**src/rtl/riscv_v_pkg.sv**
```systemverilog
// Shared types and helpers for the vector bitwise-reduction sequencer.
//   bw_reduct_op_e     : reduction operator (AND / OR / XOR)
//   bw_reduct_state_e  : sequencer state encoding (also visible on dbg_state)
//   decode_op          : maps the 2-bit request opcode, folding the illegal code 3 onto XOR
//   bw_identity        : 64-bit identity fill for an operator (replicated to chunk width)
//   osize_to_vector    : one-hot element-size select for the bitwise unit
//   osize_mask         : low-bit mask covering one element of the given size
package riscv_v_pkg;

  typedef enum logic [1:0] {
    BW_AND = 2'd0,
    BW_OR  = 2'd1,
    BW_XOR = 2'd2
  } bw_reduct_op_e;

  typedef enum logic [2:0] {
    IDLE   = 3'd0,
    READ   = 3'd1,
    FOLD   = 3'd2,
    REDUCE = 3'd3,
    FINAL  = 3'd4,
    DONE   = 3'd5
  } bw_reduct_state_e;

  function automatic bw_reduct_op_e decode_op(input logic [1:0] op);
    bw_reduct_op_e r;
    case (op)
      2'd0:    r = BW_AND;
      2'd1:    r = BW_OR;
      default: r = BW_XOR;
    endcase
    return r;
  endfunction

  // Every chunk width is a multiple of 64, so a 64-bit pattern replicates cleanly.
  function automatic logic [63:0] bw_identity(input bw_reduct_op_e op);
    return (op == BW_AND) ? 64'hFFFF_FFFF_FFFF_FFFF : 64'h0;
  endfunction

  function automatic logic [3:0] osize_to_vector(input logic [1:0] osize);
    return 4'b0001 << osize;
  endfunction

  function automatic logic [63:0] osize_mask(input logic [1:0] osize);
    logic [63:0] m;
    case (osize)
      2'd0:    m = 64'h0000_0000_0000_00FF;
      2'd1:    m = 64'h0000_0000_0000_FFFF;
      2'd2:    m = 64'h0000_0000_FFFF_FFFF;
      default: m = 64'hFFFF_FFFF_FFFF_FFFF;
    endcase
    return m;
  endfunction

endpackage

```
**src/rtl/riscv_v_bw_reduct_operand_mux.sv**
```systemverilog
// Combinational operand builder for the bitwise unit.
//   state   : current sequencer state (bw_reduct_state_e encoding)
//   op      : latched operator (bw_reduct_op_e encoding)
//   osize   : latched element size (0=8b .. 3=64b)
//   acc     : accumulator
//   rd_data : chunk returned by the register file
//   scalar  : latched vs1[0]
//   rd_mask : per-byte active mask (only with RISCV_V_BW_REDUCT_MASK_EN)
//   srca/srcb : operands; zero in states that do not use the unit
// FOLD   : acc  OP chunk (inactive bytes replaced by the identity byte)
// REDUCE : acc  OP identity fill, unit reduces across elements
// FINAL  : {identity, scalar elem0} OP acc
module riscv_v_bw_reduct_operand_mux
  import riscv_v_pkg::*;
#(
  parameter int DATA_WIDTH = 128
) (
  input  logic [2:0]              state,
  input  logic [1:0]              op,
  input  logic [1:0]              osize,
  input  logic [DATA_WIDTH-1:0]   acc,
  input  logic [DATA_WIDTH-1:0]   rd_data,
  input  logic [63:0]             scalar,
`ifdef RISCV_V_BW_REDUCT_MASK_EN
  input  logic [DATA_WIDTH/8-1:0] rd_mask,
`endif
  output logic [DATA_WIDTH-1:0]   srca,
  output logic [DATA_WIDTH-1:0]   srcb
);

  localparam int NUM_BYTES = DATA_WIDTH / 8;

  logic [DATA_WIDTH-1:0] ident;
  logic [DATA_WIDTH-1:0] elem0_vec;
  logic [DATA_WIDTH-1:0] data_eff;
  int                    ebytes;

  always_comb begin
    ident     = {(DATA_WIDTH/64){bw_identity(bw_reduct_op_e'(op))}};
    ebytes    = 32'sd1 << osize;

    // Scalar occupies element 0 only; the rest must not disturb the result.
    elem0_vec = ident;
    for (int b = 0; b < 8; b++) begin
      if (b < ebytes) elem0_vec[8*b +: 8] = scalar[8*b +: 8];
    end

    data_eff = rd_data;
`ifdef RISCV_V_BW_REDUCT_MASK_EN
    for (int b = 0; b < NUM_BYTES; b++) begin
      if (!rd_mask[b]) data_eff[8*b +: 8] = ident[8*b +: 8];
    end
`endif

    srca = '0;
    srcb = '0;
    case (state)
      FOLD: begin
        srca = acc;
        srcb = data_eff;
      end
      REDUCE: begin
        srca = acc;
        srcb = ident;
      end
      FINAL: begin
        srca = elem0_vec;
        srcb = acc;
      end
      default: ;
    endcase
  end

  // NUM_BYTES only sizes the optional mask loop.
  logic unused_nb;
  assign unused_nb = (NUM_BYTES == 0);

endmodule

```
**src/rtl/riscv_v_bw_reduct_ctrl.sv**
```systemverilog
// Sequencer for vredand / vredor / vredxor over a 1..MAX_CHUNKS register group.
// Streams chunks from the register file, folds them element-wise into an
// accumulator through the external combinational bitwise unit, reduces the
// accumulator across elements, then combines with the scalar operand.
// Optional feature macro: RISCV_V_BW_REDUCT_MASK_EN (adds per-byte rd_mask).
//
// Ports:
//   clk, rst              : clock, asynchronous active-high reset
//   req_valid/req_ready   : request handshake (req_ready high only when idle)
//   req_op/osize/num_chunks/scalar : request payload, latched on acceptance
//   rd_valid/rd_ready/rd_idx       : chunk read request handshake
//   rd_data_valid/rd_data(/rd_mask): read return (only consumed in FOLD)
//   bw_*                  : bitwise unit controls/operands, zero when unit idle
//   bw_result             : unit result, same cycle
//   res_valid/res_ready/res_data   : scalar result handshake
//   flush                 : abort the current operation
//   dbg_state             : current state encoding
//
// Handshakes: a transfer happens on a rising clk edge where valid and ready are
// both high; the valid side holds its payload stable until then.
module riscv_v_bw_reduct_ctrl
  import riscv_v_pkg::*;
#(
  parameter int DATA_WIDTH = 128,
  parameter int MAX_CHUNKS = 8
) (
  input  logic                    clk,
  input  logic                    rst,
  input  logic                    req_valid,
  output logic                    req_ready,
  input  logic [1:0]              req_op,
  input  logic [1:0]              req_osize,
  input  logic [3:0]              req_num_chunks,
  input  logic [63:0]             req_scalar,
  output logic                    rd_valid,
  input  logic                    rd_ready,
  output logic [2:0]              rd_idx,
  input  logic                    rd_data_valid,
`ifdef RISCV_V_BW_REDUCT_MASK_EN
  input  logic [DATA_WIDTH/8-1:0] rd_mask,
`endif
  input  logic [DATA_WIDTH-1:0]   rd_data,
  output logic                    bw_is_and,
  output logic                    bw_is_or,
  output logic                    bw_is_xor,
  output logic                    bw_is_reduct,
  output logic [3:0]              bw_osize_vector,
  output logic [DATA_WIDTH-1:0]   bw_srca,
  output logic [DATA_WIDTH-1:0]   bw_srcb,
  input  logic [DATA_WIDTH-1:0]   bw_result,
  output logic                    res_valid,
  input  logic                    res_ready,
  output logic [63:0]             res_data,
  input  logic                    flush,
  output logic [2:0]              dbg_state
);

  localparam int NUM_BYTES = DATA_WIDTH / 8;
  localparam logic [3:0] MAX_N = 4'(MAX_CHUNKS);

  bw_reduct_state_e      state;
  bw_reduct_op_e         op_q;
  logic [1:0]            osize_q;
  logic [2:0]            last_q;
  logic [63:0]           scalar_q;
  logic [DATA_WIDTH-1:0] acc;
  logic [2:0]            cnt;

  bw_reduct_op_e         req_op_e;
  logic [3:0]            n_minus_1;
  logic                  fold_data;
  logic                  unit_active;
  logic [DATA_WIDTH-1:0] mux_a;
  logic [DATA_WIDTH-1:0] mux_b;

  assign req_op_e  = decode_op(req_op);
  // Out-of-range lengths collapse to a single chunk (last index 0).
  assign n_minus_1 = (req_num_chunks == 4'd0 || req_num_chunks > MAX_N) ? 4'd0
                                                                        : req_num_chunks - 4'd1;

  assign fold_data   = (state == FOLD) && rd_data_valid;
  assign unit_active = fold_data || (state == REDUCE) || (state == FINAL);

  riscv_v_bw_reduct_operand_mux #(
    .DATA_WIDTH(DATA_WIDTH)
  ) u_mux (
    .state   (state),
    .op      (op_q),
    .osize   (osize_q),
    .acc     (acc),
    .rd_data (rd_data),
    .scalar  (scalar_q),
`ifdef RISCV_V_BW_REDUCT_MASK_EN
    .rd_mask (rd_mask),
`endif
    .srca    (mux_a),
    .srcb    (mux_b)
  );

  assign bw_srca         = unit_active ? mux_a : '0;
  assign bw_srcb         = unit_active ? mux_b : '0;
  assign bw_is_and       = unit_active && (op_q == BW_AND);
  assign bw_is_or        = unit_active && (op_q == BW_OR);
  assign bw_is_xor       = unit_active && (op_q == BW_XOR);
  assign bw_is_reduct    = (state == REDUCE);
  assign bw_osize_vector = unit_active ? osize_to_vector(osize_q) : 4'b0000;

  assign rd_idx    = cnt;
  assign dbg_state = state;

  always_ff @(posedge clk or posedge rst) begin
    if (rst) begin
      state     <= IDLE;
      op_q      <= BW_AND;
      osize_q   <= 2'd0;
      last_q    <= 3'd0;
      scalar_q  <= 64'd0;
      acc       <= '0;
      cnt       <= 3'd0;
      req_ready <= 1'b1;
      rd_valid  <= 1'b0;
      res_valid <= 1'b0;
      res_data  <= 64'd0;
    end else if (flush && state != IDLE) begin
      // Abort: any read return arriving this cycle is dropped with the state.
      state     <= IDLE;
      req_ready <= 1'b1;
      rd_valid  <= 1'b0;
      res_valid <= 1'b0;
    end else begin
      case (state)
        IDLE: begin
          if (req_valid) begin
            op_q      <= req_op_e;
            osize_q   <= req_osize;
            last_q    <= n_minus_1[2:0];
            scalar_q  <= req_scalar;
            acc       <= {(DATA_WIDTH/64){bw_identity(req_op_e)}};
            cnt       <= 3'd0;
            req_ready <= 1'b0;
            rd_valid  <= 1'b1;
            state     <= READ;
          end
        end
        READ: begin
          if (rd_ready) begin
            rd_valid <= 1'b0;
            state    <= FOLD;
          end
        end
        FOLD: begin
          if (rd_data_valid) begin
            acc <= bw_result;
            cnt <= cnt + 3'd1;
            if (cnt == last_q) begin
              state <= REDUCE;
            end else begin
              rd_valid <= 1'b1;
              state    <= READ;
            end
          end
        end
        REDUCE: begin
          acc   <= bw_result;
          state <= FINAL;
        end
        FINAL: begin
          res_data  <= bw_result[63:0] & osize_mask(osize_q);
          res_valid <= 1'b1;
          state     <= DONE;
        end
        DONE: begin
          if (res_ready) begin
            res_valid <= 1'b0;
            req_ready <= 1'b1;
            state     <= IDLE;
          end
        end
        default: begin
          state     <= IDLE;
          req_ready <= 1'b1;
          rd_valid  <= 1'b0;
          res_valid <= 1'b0;
        end
      endcase
    end
  end

  // NUM_BYTES documents the mask width; referenced so the build stays lint-clean.
  logic unused_nb;
  assign unused_nb = (NUM_BYTES == 0);

endmodule

```
**config.mk**
```make
export PLATFORM = sky130hd
export DESIGN_NAME = riscv_v_bw_reduct_ctrl
export DESIGN_NICKNAME = d
export VERILOG_FILES = /design/src/rtl/riscv_v_pkg.sv /design/src/rtl/riscv_v_bw_reduct_operand_mux.sv /design/src/rtl/riscv_v_bw_reduct_ctrl.sv
export SDC_FILE = /design/constraint.sdc
export NUM_CORES = 1
export LEC_CHECK = 0
export CORE_AREA = 4 4 258 260
export CTS_CLUSTER_SIZE = 28
export DETAILED_ROUTE_END_ITERATION = 10
export DIE_AREA = 0 0 262 264
export PLACE_DENSITY_LB_ADDON = 0.3
export SLEW_MARGIN = 20
export SYNTH_ARGS = -nofsm -noshare
export SYNTH_HDL_FRONTEND = slang
export SYNTH_SLANG_ARGS = --single-unit
```
**constraint.sdc**
```tcl
create_clock -name clk -period 8.3 [get_ports clk]
set_clock_uncertainty 0.05 [all_clocks]
set_input_delay 1.245 -clock clk [delete_from_list [all_inputs] [get_ports clk]]
set_output_delay 1.245 -clock clk [all_outputs]
set_load 0.005 [all_outputs]
```
[After elaboration in Yosys (flattened, before gate mapping)]
Index checks and enable logic that the tools add are counted.
Operators by class
  $add $sub $neg: 2
  multiply operators: 0
  div/mod/pow operators: 0
  magnitude comparators: 9
  equal/unequal tests: 21
  shift-type cells: 2
  mux-type cells: 46
  bitwise gates (word level): 2
  reductions and logical operators: 29
Operators by type and width (number)
  $pmux 128 s3: 2
  $mux 128: 4
  $mux 64: 4
  $pmux 128 s2: 1
  $pmux 64 s3: 1
  $lt 4x32->1 const A: 4
  $and 64x64->64: 1
  $lt 3x32->1 const A: 2
  $mux 8: 8
  $lt 1x32->1 const A: 1
  $lt 2x32->1 const A: 1
  $shl 1x2->32 const A: 1
  $mux 3: 8
  $pmux 3 s6: 1
  $ne 3x3->1 const B: 4
  $reduce_and 4->1: 3
  $mux 1: 10
  $logic_not 2->1: 4
  $reduce_or 4->1: 2
  $eq 2x1->1 const B: 3
  $eq 3x2->1 const B: 2
  $eq 3x3->1 const B: 2
  $ne 2x1->1 const B: 3
  $pmux 1 s3: 2
  other kinds (26): 37
Storage, ports and cells
  flip-flop bits (word level): 272
  latch bits: 0
  memory bits (writable): 0
  bits in read-only memories: 0
  input port bits: 335
  memories kept: 0

[Depth between registers and ports, before layout]
Gate-level depths: netlist of the first run.
  depth in word-level cells: 6
  mapped depth: 9
  gate-level depth less buffers: 6

[By module]
Synthesis of the first run repeated with hierarchy kept, for this count alone.
Unflattened totals
  cell total of the unflattened synthesis: 1966
  area total of the unflattened synthesis: 16731.0 sq um
By module, submodules not included
  riscv_v_bw_reduct_ctrl: times used 1, cells an instance 1504, area an instance 13569.3 sq um
  riscv_v_bw_reduct_operand_mux: times used 1, cells an instance 462, area an instance 3161.8 sq um

[Worst setup path after synthesis of the first run]
No wires, ideal clock.
  path type: input to output
  from: in rd_data_valid
  to: out bw_srca[0]
  arrival time: 2.138 ns
  slack: 4.867 ns
  stages: 7
  buffers on the path: 3
  path through: nor2_1 > nor2_1 > nor2_1 > buf_2 > buf_2 > buf_2 > nor2_1
Between the ends
  longest elaborated chain between the ends: 4
Ends and longest elaborated chain
  start: declaration: line riscv_v_bw_reduct_ctrl.sv:38  | input logic rd_data_valid,
  $logic_and 1x1->1: line riscv_v_bw_reduct_ctrl.sv:81  | assign fold_data = (state == FOLD) && rd_data_valid;
  $logic_or 1x1->1 (2 in series): line riscv_v_bw_reduct_ctrl.sv:82  | assign unit_active = fold_data || (state == REDUCE) || (state == FINAL);
  $mux 128: line riscv_v_bw_reduct_ctrl.sv:100  | assign bw_srca = unit_active ? mux_a : '0;
  end: declaration: line riscv_v_bw_reduct_ctrl.sv:48  | output logic [DATA_WIDTH-1:0] bw_srca,
No other way between the ends.

[Final worst setup path of the first run]
  from: reg state[1], in the netlist dbg_state[1]
  to: out bw_srcb[49]
Between the ends
  longest elaborated chain between the ends: 5
Ends and longest elaborated chain
  start: declaration: line riscv_v_bw_reduct_ctrl.sv:61  | bw_reduct_state_e state;
  start signal: assignment: line riscv_v_bw_reduct_ctrl.sv:113  | state <= IDLE;
  start signal: assignment: line riscv_v_bw_reduct_ctrl.sv:126  | state <= IDLE;
  start signal: assignment: line riscv_v_bw_reduct_ctrl.sv:142  | state <= READ;
  $eq 3x2->1: line riscv_v_bw_reduct_operand_mux.sv:57, riscv_v_bw_reduct_ctrl.sv:81
  $logic_and 1x1->1: line riscv_v_bw_reduct_ctrl.sv:81
  $logic_or 1x1->1 (2 in series): line riscv_v_bw_reduct_ctrl.sv:82
  $mux 128 (*): line riscv_v_bw_reduct_ctrl.sv:101  | assign bw_srcb = unit_active ? mux_b : '0;
  end: declaration: line riscv_v_bw_reduct_ctrl.sv:49  | output logic [DATA_WIDTH-1:0] bw_srcb,
Every way passes the cells marked *; elsewhere a longest branch is shown, timed or not.

==> flow_metrics.env, run 1 <==
export IMPL_setup_viol=0
export IMPL_drt_iter0_drc=1026
export IMPL_grt_usage_pct=18.8
export IMPL_avgSynthCellArea_um2=8.81
export IMPL_grt_max_degree=164
export IMPL_status="finished clean"
export IMPL_cts_tree="yes"
export IMPL_clockRootBuffer="clkbuf_16"
export IMPL_synthXorXnorAreaFrac_pct=0.283
export IMPL_post_synth_mux_area_share_pct=13.9
export IMPL_drtAntennaViolNets=0
export IMPL_r2r_slack_ns=4.47
export IMPL_ys_top_cells_by_area="dfrtp_1 44%, a21oi_1 12%, mux2i_1 8.4%"
export IMPL_firstDrtPassIters=5
export IMPL_nNetsFinal=2651
export IMPL_critical_path_max_fanout=69
export IMPL_timing_rr_start="dbg_state[1]"
export IMPL_cts_sinks=272
export IMPL_cp_endpoint="bw_srcb[49]"
export IMPL_syn_area_mm2=0.0155
export IMPL_fp_dieW_um=262
export IMPL_ys_ff_latch=272
export IMPL_postLayoutCoreUtil_pct=37.1
export IMPL_tns_ns=0
export IMPL_drv_slew=0
export IMPL_yosys_top_cells_count="383 x a21oi_1, 271 x dfrtp_1, 243 x nand2_1"
export IMPL_period_minus_slack_ns=5.79
export IMPL_maxCapViolCount=0
export IMPL_start_util_pct=24.1
export IMPL_synthAdderAreaFrac_pct=0.243
export IMPL_clk_path_buf_depth=3
export IMPL_vdd_drop_max_v=0.000153
export IMPL_gp_congestion=0.867
export IMPL_synth_compound_area_share_pct=23.7
export IMPL_synth_top_area_share_pct=43.8
export IMPL_synthArstFlopShare_pct=100
export IMPL_ff2ff_path_depth=6
export IMPL_clk_insertion_delay_late_ns=0.55
export IMPL_rsz0062_at_grt="no"
export IMPL_num_vias=15526
export IMPL_post_cts_setup_buffers=0
export IMPL_syn_inst=1757
export IMPL_num_rows=93
export IMPL_worstSetupStartpointType="flop"
export IMPL_wl_per_cell_um=21.5
export IMPL_relSlewSlack_pct=25.4
export IMPL_drc=0
export IMPL_synth_most_common_cell="a21oi_1"
export IMPL_cp_arrival_ns=4.50
export IMPL_worstSetupStartpoint="dbg_state[1]"
export IMPL_synthSimpleGateAreaFrac_pct=8.07
export IMPL_grt_overflow=0
export IMPL_required_ns=7.01
export IMPL_die_h_um=264
export IMPL_crit_type="flop to output pin"
export IMPL_min_path_cells=2
export IMPL_vias_per_cell=4.85
export IMPL_worst_pin_slew_ns=1.12
export IMPL_dp_hpwl_mm=49.5
export IMPL_dominantRegCellSynth="dfrtp_1"
export IMPL_antenna_found_initial=8
export IMPL_portBuffers=671
export IMPL_hold_path_class="flop to flop"
export IMPL_fmax_mhz=173
export IMPL_hold_buffers=0
export IMPL_synthDistinctLibCells=49
export IMPL_yosysSeqAreaShare_pct=44.0
export IMPL_cts_clk_slew_worst_paths_ns=0.06
export IMPL_synth_edf_count=0
export IMPL_synth_fp_nets=2095
export IMPL_wirelength_mm=68.7
export IMPL_end_kind="output pin"
export IMPL_synth_warnings=0
export IMPL_die_area_mm2=0.0692
export IMPL_final_hold_viol_count=0
export IMPL_p_per_area_mw_per_mm2=291
export IMPL_grt_pass1_vias=15762
export IMPL_yosysTopAreaCell="dfrtp_1"
export IMPL_r2r_end="acc[41]"
export IMPL_syn_to_final_growth_pct=53.7
export IMPL_drive_gt1_share_pct=7.01
export IMPL_cts_resized=0
export IMPL_cts_htree_levels=2
export IMPL_period_share_pct=69.8
export IMPL_grt_pass1_wl_mm=101
export IMPL_leakagePower_nw=8.90
export IMPL_p_total_mw=6.92
export IMPL_cts_buffers=36
export IMPL_synth_top_family_by_area="compound AO/OA/AOI/OAI gates"
export IMPL_ios=672
export IMPL_core_mm2=0.0641
worst max-delay path: stages, from the launching register on:
cell	delay, ns
dfrtp_1	0.78
nor2b_4	0.91
nand2_1	0.17
inv_1	0.18
nand2_4	0.42
buf_4	0.53
a21oi_1	0.29
clkdlybuf4s50_1	0.55
kinds of logic (layout without fill, tap and decap cells):
logic type      after synthesis  after routing
buf+inv                     318            900
other cells                   0              5
fa+ha+maj                     3              3
xor+xnor                      5              5
flops                       272            272
mux                         205            205
simple gates                299            299
compound gates              655            655
layout make-up:
type	count	area, um^2
Fill cell	6599	40300
Timing Repair Buffer	696	6950
Antenna cell	5	12.5
Multi-Input combinational cell	1167	7200
Tap cell	855	1070
Clock buffer	51	987
Sequential cell	272	6810
Inverter	140	529
Clock inverter	13	226
metal layers:
metal	track usage, %	routed length, um	vias up
met5	0	13	-
met4	7.15	2400	2
met3	5.29	5590	108
met2	32.3	33700	608
met1	22.4	27000	7625
li1	-	-	7183
state kept, by name, indices dropped and copies added, names as in the netlist:
signal	count
acc	128
res_data	64
scalar_q	64
dbg_state	3
last_q	3
rd_idx	3
op_q	2
osize_q	2
rd_valid	1
req_ready	1
res_valid	1
how the worst min path moves through the flow:
stage	start	to	slack, ns
5_1_grt	res_data[49]	res_data[49]	0.45
4_1_cts	res_data[58]	res_data[58]	0.43
6_report	res_data[56]	res_data[56]	0.43
3_3_place_gp	res_data[38]	res_data[38]	0.41
2_1_floorplan	res_data[10]	res_data[10]	0.42
3_5_place_dp	res_data[58]	res_data[58]	0.42
where the power goes:
group,switching (mW),internal (mW)
sequential,0.567,1.92
combinational,1.52,1.31
clock,0.619,0.993
placed cells by master, fill, tap and decap left out, types with 2 or more instances in the layout:
master	count
or2_2	2
a21boi_2	2
clkinvlp_4	2
mux2i_1	130
ha_1	3
mux2_2	66
xor2_1	4
nor2_4	3
nor2b_1	3
nand3_1	3
clkbuf_16	36
nor3b_1	3
o22ai_1	5
diode_2	5
bufinv_16	5
o21ai_1	6
nand3b_1	2
a21oi_1	383
nor2_1	22
nand2b_1	4
buf_12	4
buf_4	21
clkinv_2	3
o21ai_0	114
clkbuf_8	3
nand2_1	241
clkbuf_1	12
nor3_1	4
mux2_1	8
inv_1	138
a22oi_1	136
dfrtp_1	271
clkdlybuf4s50_1	671
per-stage QoR:
step	hold WS, ns	area (um^2)	setup slack (ns)	cells
4_1_cts	0.432	23800	2.40	3194
6_report	0.428	23800	2.51	3199
3_3_place_gp	0.410	22600	3.03	3130
2_1_floorplan	0.423	15500	3.41	1757
3_5_place_dp	0.419	22600	3.01	3130
5_1_grt	0.453	23800	2.20	3199
No activity file was read; power rests on OpenSTA's default activity.
==> run 2, diff against run 1 <==
==> constraint.sdc (replaced) <==
create_clock -name clk -period 5.01 [get_ports clk]
set_clock_uncertainty 0.05 [all_clocks]
set_input_delay 0.7515 -clock clk [delete_from_list [all_inputs] [get_ports clk]]
set_output_delay 0.7515 -clock clk [all_outputs]
set_load 0.005 [all_outputs]
==> run 2 against run 1 <==
  * Global-route usage rose by 0.33 points
  * Final cell count rose by 0.53%
  * Flip-flop and latch count is the same
  * Sequential power grew 65%
  * Critical path type unchanged
  * Critical endpoint is now bw_srca[28]
==> flow_metrics.env, run 2 (synthesis gave the netlist of run 1 again) <==
export IMPL_status="finished clean"
export IMPL_crit_type="flop to output pin"
export IMPL_tns_ns=0
export IMPL_critical_path_max_fanout=21
export IMPL_reg_largest_list="acc x128, res_data x64, scalar_q x64"
export IMPL_final_hold_viol_count=0
export IMPL_postLayoutCoreUtil_pct=37.3
export IMPL_slowest_delay_ns=0.85
export IMPL_path_delay_family="compound AO/OA/AOI/OAI gates"
export IMPL_syn_to_final_growth_pct=54.7
export IMPL_met2_usage_pct=32.7
export IMPL_cts_sinks=272
export IMPL_worstSetupStartpointType="flop"
export IMPL_required_ns=4.21
export IMPL_wirelength_mm=69.5
export IMPL_grt_usage_pct=19.2
export IMPL_die_area_mm2=0.0692
export IMPL_grt_max_degree=161
export IMPL_cts_resized=0
export IMPL_drtAntennaViolNets=0
export IMPL_rsz0062_at_grt="no"
export IMPL_vias_per_cell=4.89
export IMPL_postPlaceCellArea_mm2=0.0228
export IMPL_cp_slowest_cell="dfrtp_1"
export IMPL_firstDrtPassIters=5
export IMPL_post_cts_setup_buffers=0
export IMPL_setup_viol=0
export IMPL_grt_pass1_wl_mm=103
export IMPL_clockRootBuffer="clkbuf_16"
export IMPL_p_total_mw=11.4
export IMPL_period_minus_slack_ns=4.60
export IMPL_vdd_drop_max_v=0.000315
export IMPL_period_share_pct=91.9
export IMPL_portBuffers=671
export IMPL_hold_buffers=0
export IMPL_nNetsFinal=2670
export IMPL_grt_overflow=0
export IMPL_ios=672
export IMPL_num_vias=15716
export IMPL_fp_dieW_um=262
export IMPL_grt_pass1_vias=16183
export IMPL_worst_pin_slew_ns=1.01
export IMPL_drt_iter0_drc=950
export IMPL_start_util_pct=24.1
export IMPL_clk_path_buf_depth=3
export IMPL_wl_per_cell_um=21.6
export IMPL_end_kind="output pin"
export IMPL_p_per_area_mw_per_mm2=476
export IMPL_drive_gt1_share_pct=7.77
export IMPL_relSlewSlack_pct=32.7
export IMPL_fmax_mhz=217
export IMPL_final_common_cell="clkdlybuf4s50_1"
export IMPL_die_h_um=264
export IMPL_leakagePower_nw=8.98
export IMPL_maxCapViolCount=0
export IMPL_cp_arrival_ns=3.80
export IMPL_antenna_found_initial=8
export IMPL_cp_cell_sequence="nor3b_4 -> a21boi_2 -> o21ai_0 -> a21oi_1 -> clkdlybuf4s50_1"
export IMPL_design_area_mm2=0.0239
export IMPL_cts_tree="yes"
export IMPL_use_met3_pct=5.42
export IMPL_hold_path_class="flop to flop"
export IMPL_cts_htree_levels=2
export IMPL_layout_common_cells="671 x clkdlybuf4s50_1, 383 x a21oi_1, 271 x dfrtp_1, 241 x nand2_1, 138 x inv_1"
export IMPL_num_rows=93
export IMPL_largest_reg_flops=128
export IMPL_drc=0
export IMPL_r2r_slack_ns=2.11
export IMPL_clk_insertion_delay_late_ns=0.53
export IMPL_core_mm2=0.0641
export IMPL_drv_slew=0
export IMPL_gp_congestion=0.831
export IMPL_cts_buffers=36
export IMPL_grtUsageMet1_pct=23.2
export IMPL_regMostFlops="acc"
export IMPL_dp_hpwl_mm=50.1
export IMPL_cts_clk_slew_worst_paths_ns=0.05
export IMPL_busiest_layer="met2"
export IMPL_critPathBufInv=1
-- run 2: cell type report --
class                      instances  area [um^2]
fill                            6460        40200
inverter                         140          529
tap                              855         1070
timing repair buffer             715         7180
multi-input combinational       1167         7200
sequential                       272         6810
antenna                            5         12.5
clock inverter                     6         37.5
clock buffer                      56         1090
-- run 2: metrics by stage --
stage | instances | worst slack [ns] | hold WS [ns]
2_1_floorplan | 1757 | 0.614 | 0.423
3_3_place_gp | 3149 | 0.859 | 0.412
3_5_place_dp | 3149 | 0.787 | 0.420
4_1_cts | 3211 | 0.170 | 0.432
5_1_grt | 3216 | 0.0713 | 0.457
6_report | 3216 | 0.406 | 0.426
-- run 2: power breakdown --
part	internal (mW)	switching [mW]	leakage, nW
sequential	3.18	0.919	3.44
combinational	2.25	2.56	4.98
clock	1.49	0.986	0.557
-- run 2: final timing paths --
check                             startpoint            to  cells past startpoint
max in group asynchronous                rst       acc[81]                      3
worst max-delay path            dbg_state[2]   bw_srca[28]                      5
worst max register to register  dbg_state[2]   res_data[4]                      4
worst min-delay path            res_data[28]  res_data[28]                      2
worst min register to register  res_data[28]  res_data[28]                      2
min in group asynchronous                rst      acc[100]                      2
-- run 2: metal layers --
layer | vias to the layer above | wire length, um
li1 | 7218 | -
met1 | 7723 | 27600
met2 | 669 | 33800
met3 | 106 | 5830
met4 | 0 | 2190
met5 | - | 0
-- run 2: worst reg2reg max path, stage by stage (launching register included) --
cell and delay (ns):
dfrtp_1 0.85, nor3b_4 0.63, nand2b_4 0.44, buf_12 0.42, mux2_1 0.37
==> run 3, diff against run 2 <==
--- a/config.mk
+++ b/config.mk
@@ -5,6 +5,7 @@
 export SDC_FILE = /design/constraint.sdc
 export NUM_CORES = 1
 export LEC_CHECK = 0
+export ABC_AREA = 1
 export CORE_AREA = 4 4 258 260
 export CTS_CLUSTER_SIZE = 28
 export DETAILED_ROUTE_END_ITERATION = 10
==> run 3 against run 2 <==
  * Sequential share of layout area fell by 1.6 points
  * Critical path type unchanged
  * Final cell count rose by 26%
  * Flip-flop and latch count did not move
  * Combinational power rose by 26%
  * Largest cell class unchanged
  * Final area rose by 6.2%
==> flow_metrics.env, run 3 <==
export IMPL_synthDistinctLibCells=30
export IMPL_setup_viol=0
export IMPL_synthArstFlopShare_pct=100
export IMPL_end_kind="output pin"
export IMPL_tns_ns=0
export IMPL_drtAntennaViolNets=0
export IMPL_slowest_delay_ns=0.56
export IMPL_largest_reg_flops=128
export IMPL_dominantRegCellSynth="dfrtp_1"
export IMPL_ios=672
export IMPL_drt_iter0_drc=1076
export IMPL_yosys_top_cells_count="946 x nand2_1, 443 x o21ai_0, 422 x inv_1"
export IMPL_placed_cells=3978
export IMPL_fmax_mhz=223
export IMPL_syn_inst=2618
export IMPL_cts_htree_levels=2
export IMPL_synth_edf_count=0
export IMPL_cts_clk_slew_worst_paths_ns=0.05
export IMPL_num_vias=18574
export IMPL_reg_largest_list="acc x128, res_data x64, scalar_q x64"
export IMPL_setup_ws_ns=0.532
export IMPL_vdd_drop_max_v=0.000508
export IMPL_clk_insertion_delay_late_ns=0.53
export IMPL_syn_to_final_growth_pct=50.6
export IMPL_hold_path_class="flop to flop"
export IMPL_layout_common_cells="943 x nand2_1, 671 x clkdlybuf4s50_1, 443 x o21ai_0, 420 x inv_1, 271 x dfrtp_1"
export IMPL_status="finished clean"
export IMPL_drc=0
export IMPL_stdcell_count=4042
export IMPL_grt_max_degree=130
export IMPL_hold_buffers=0
export IMPL_maxCapViolCount=0
export IMPL_yosysSeqAreaShare_pct=40.4
export IMPL_cts_resized=0
export IMPL_drv_slew=0
export IMPL_wirelength_mm=77.3
export IMPL_ys_top_cells_by_area="dfrtp_1 40%, nand2_1 21%, o21ai_0 13%"
export IMPL_ys_ff_latch=272
export IMPL_cts_buffers=37
export IMPL_fp_dieW_um=262
export IMPL_dp_slack_ns=1.05
export IMPL_required_ns=4.21
export IMPL_grt_pass1_wl_mm=116
export IMPL_antenna_found_initial=2
export IMPL_synth_fp_nets=2956
export IMPL_rsz0062_at_grt="no"
export IMPL_yosysTopAreaCell="dfrtp_1"
export IMPL_start_util_pct=26.3
export IMPL_worst_pin_slew_ns=1.07
export IMPL_die_area_mm2=0.0692
export IMPL_fillerInstances=6837
export IMPL_cp_arrival_ns=3.68
export IMPL_nNetsFinal=3500
export IMPL_leakagePower_nw=12.8
export IMPL_clk_path_buf_depth=3
export IMPL_vias_per_cell=4.60
export IMPL_clockRootBuffer="clkbuf_16"
export IMPL_grt_usage_pct=21.5
export IMPL_portBuffers=671
export IMPL_cts_sinks=272
export IMPL_multi_input_area_mm2=0.00766
export IMPL_synth_warnings=0
export IMPL_regArea_mm2=0.00681
export IMPL_cp_cell_sequence="inv_2 -> nand3_1 -> inv_4 -> a21oi_4 -> inv_6 -> buf_4 -> o21ai_0 -> inv_1 -> clkdlybuf4s50_1"
export IMPL_syn_area_mm2=0.0169
export IMPL_core_mm2=0.0641
export IMPL_period_minus_slack_ns=4.48
export IMPL_cts_tree="yes"
export IMPL_regMostFlops="acc"
export IMPL_wl_per_cell_um=19.1
export IMPL_die_h_um=264
export IMPL_gp_congestion=0.901
export IMPL_hold_worst_slack_ns=0.411
export IMPL_avgSynthCellArea_um2=6.44
export IMPL_final_hold_viol_count=0
export IMPL_synth_top_area_share_pct=40.2
export IMPL_design_area_mm2=0.0254
export IMPL_period_share_pct=89.4
export IMPL_drive_gt1_share_pct=3.58
export IMPL_cp_slowest_cell="dfrtp_1"
export IMPL_worstSetupStartpointType="flop"
export IMPL_postPlaceCellArea_mm2=0.0243
export IMPL_num_rows=93
export IMPL_grt_overflow=0
export IMPL_final_common_cell="nand2_1"
export IMPL_firstDrtPassIters=5
export IMPL_p_per_area_mw_per_mm2=483
export IMPL_postLayoutCoreUtil_pct=39.6
export IMPL_synth_most_common_cell="nand2_1"
export IMPL_dp_hpwl_mm=54.1
export IMPL_post_cts_setup_buffers=0
export IMPL_critical_path_max_fanout=79
export IMPL_crit_type="flop to output pin"
export IMPL_p_total_mw=12.3
export IMPL_relSlewSlack_pct=28.6
export IMPL_grt_pass1_vias=18245
## run 3: final cells by class
| class | count | area share (%) |
|---|---|---|
| diodes | 2 | 0.0197 |
| clock buffers | 54 | 4.13 |
| clock inverters | 8 | 0.320 |
| inverters | 429 | 6.41 |
| multi-input cells | 1713 | 30.1 |
| flip-flops and latches | 272 | 26.8 |
| well taps | 855 | 4.21 |
| repair buffers | 709 | 28.0 |
## run 3: power breakdown
part           switching (mW)  total (mW)  leakage (nW)  internal [mW]
sequential              0.556        3.64          3.51           3.08
combinational            4.06        6.09          8.76           2.04
clock                    1.04        2.54         0.548           1.50
## run 3: final timing paths
kind / depth (start not counted) / startpoint / slack (ns) / to
setup / recovery: 9 / dbg_state[2] / 0.53 / bw_srcb[29]
hold / removal: 2 / scalar_q[23] / 0.41 / scalar_q[23]
setup reg to reg: 8 / dbg_state[2] / 1.61 / acc[105]
hold reg to reg: 2 / scalar_q[23] / 0.41 / scalar_q[23]
max in group asynchronous: 4 / rst / 3.15 / res_data[49]
min in group asynchronous: 3 / rst / 0.68 / scalar_q[7]
## run 3: critical path: cells and delay by family, from the launching register on
family / cells / cell delay [ns]
buf+inv: 6 / 1.96
flops: 1 / 0.56
compound gates: 2 / 0.29
simple gates: 1 / 0.25
## run 3: routing by layer
| layer | GRT usage (%) | part of all wire, % | vias to the layer above |
|---|---|---|---|
| met1 | 26.8 | 42 | 8691 |
| li1 | - | - | 9183 |
| met4 | 5.78 | 2.7 | 0 |
| met5 | 0 | 0 | - |
| met2 | 37.3 | 48 | 594 |
| met3 | 5.26 | 7.3 | 106 |
## run 3: kinds of logic (layout without fill, tap and decap cells)
logic type / count (synthesis) / in the layout / synth area share [%]
buf+inv: 633 / 1200 / 14.7
xor+xnor: 2 / 2 / 0.104
flops: 272 / 272 / 40.4
other cells: 0 / 2 / 0
fa+ha+maj: 3 / 3 / 0.223
simple gates: 1120 / 1120 / 26.2
compound gates: 588 / 588 / 18.4
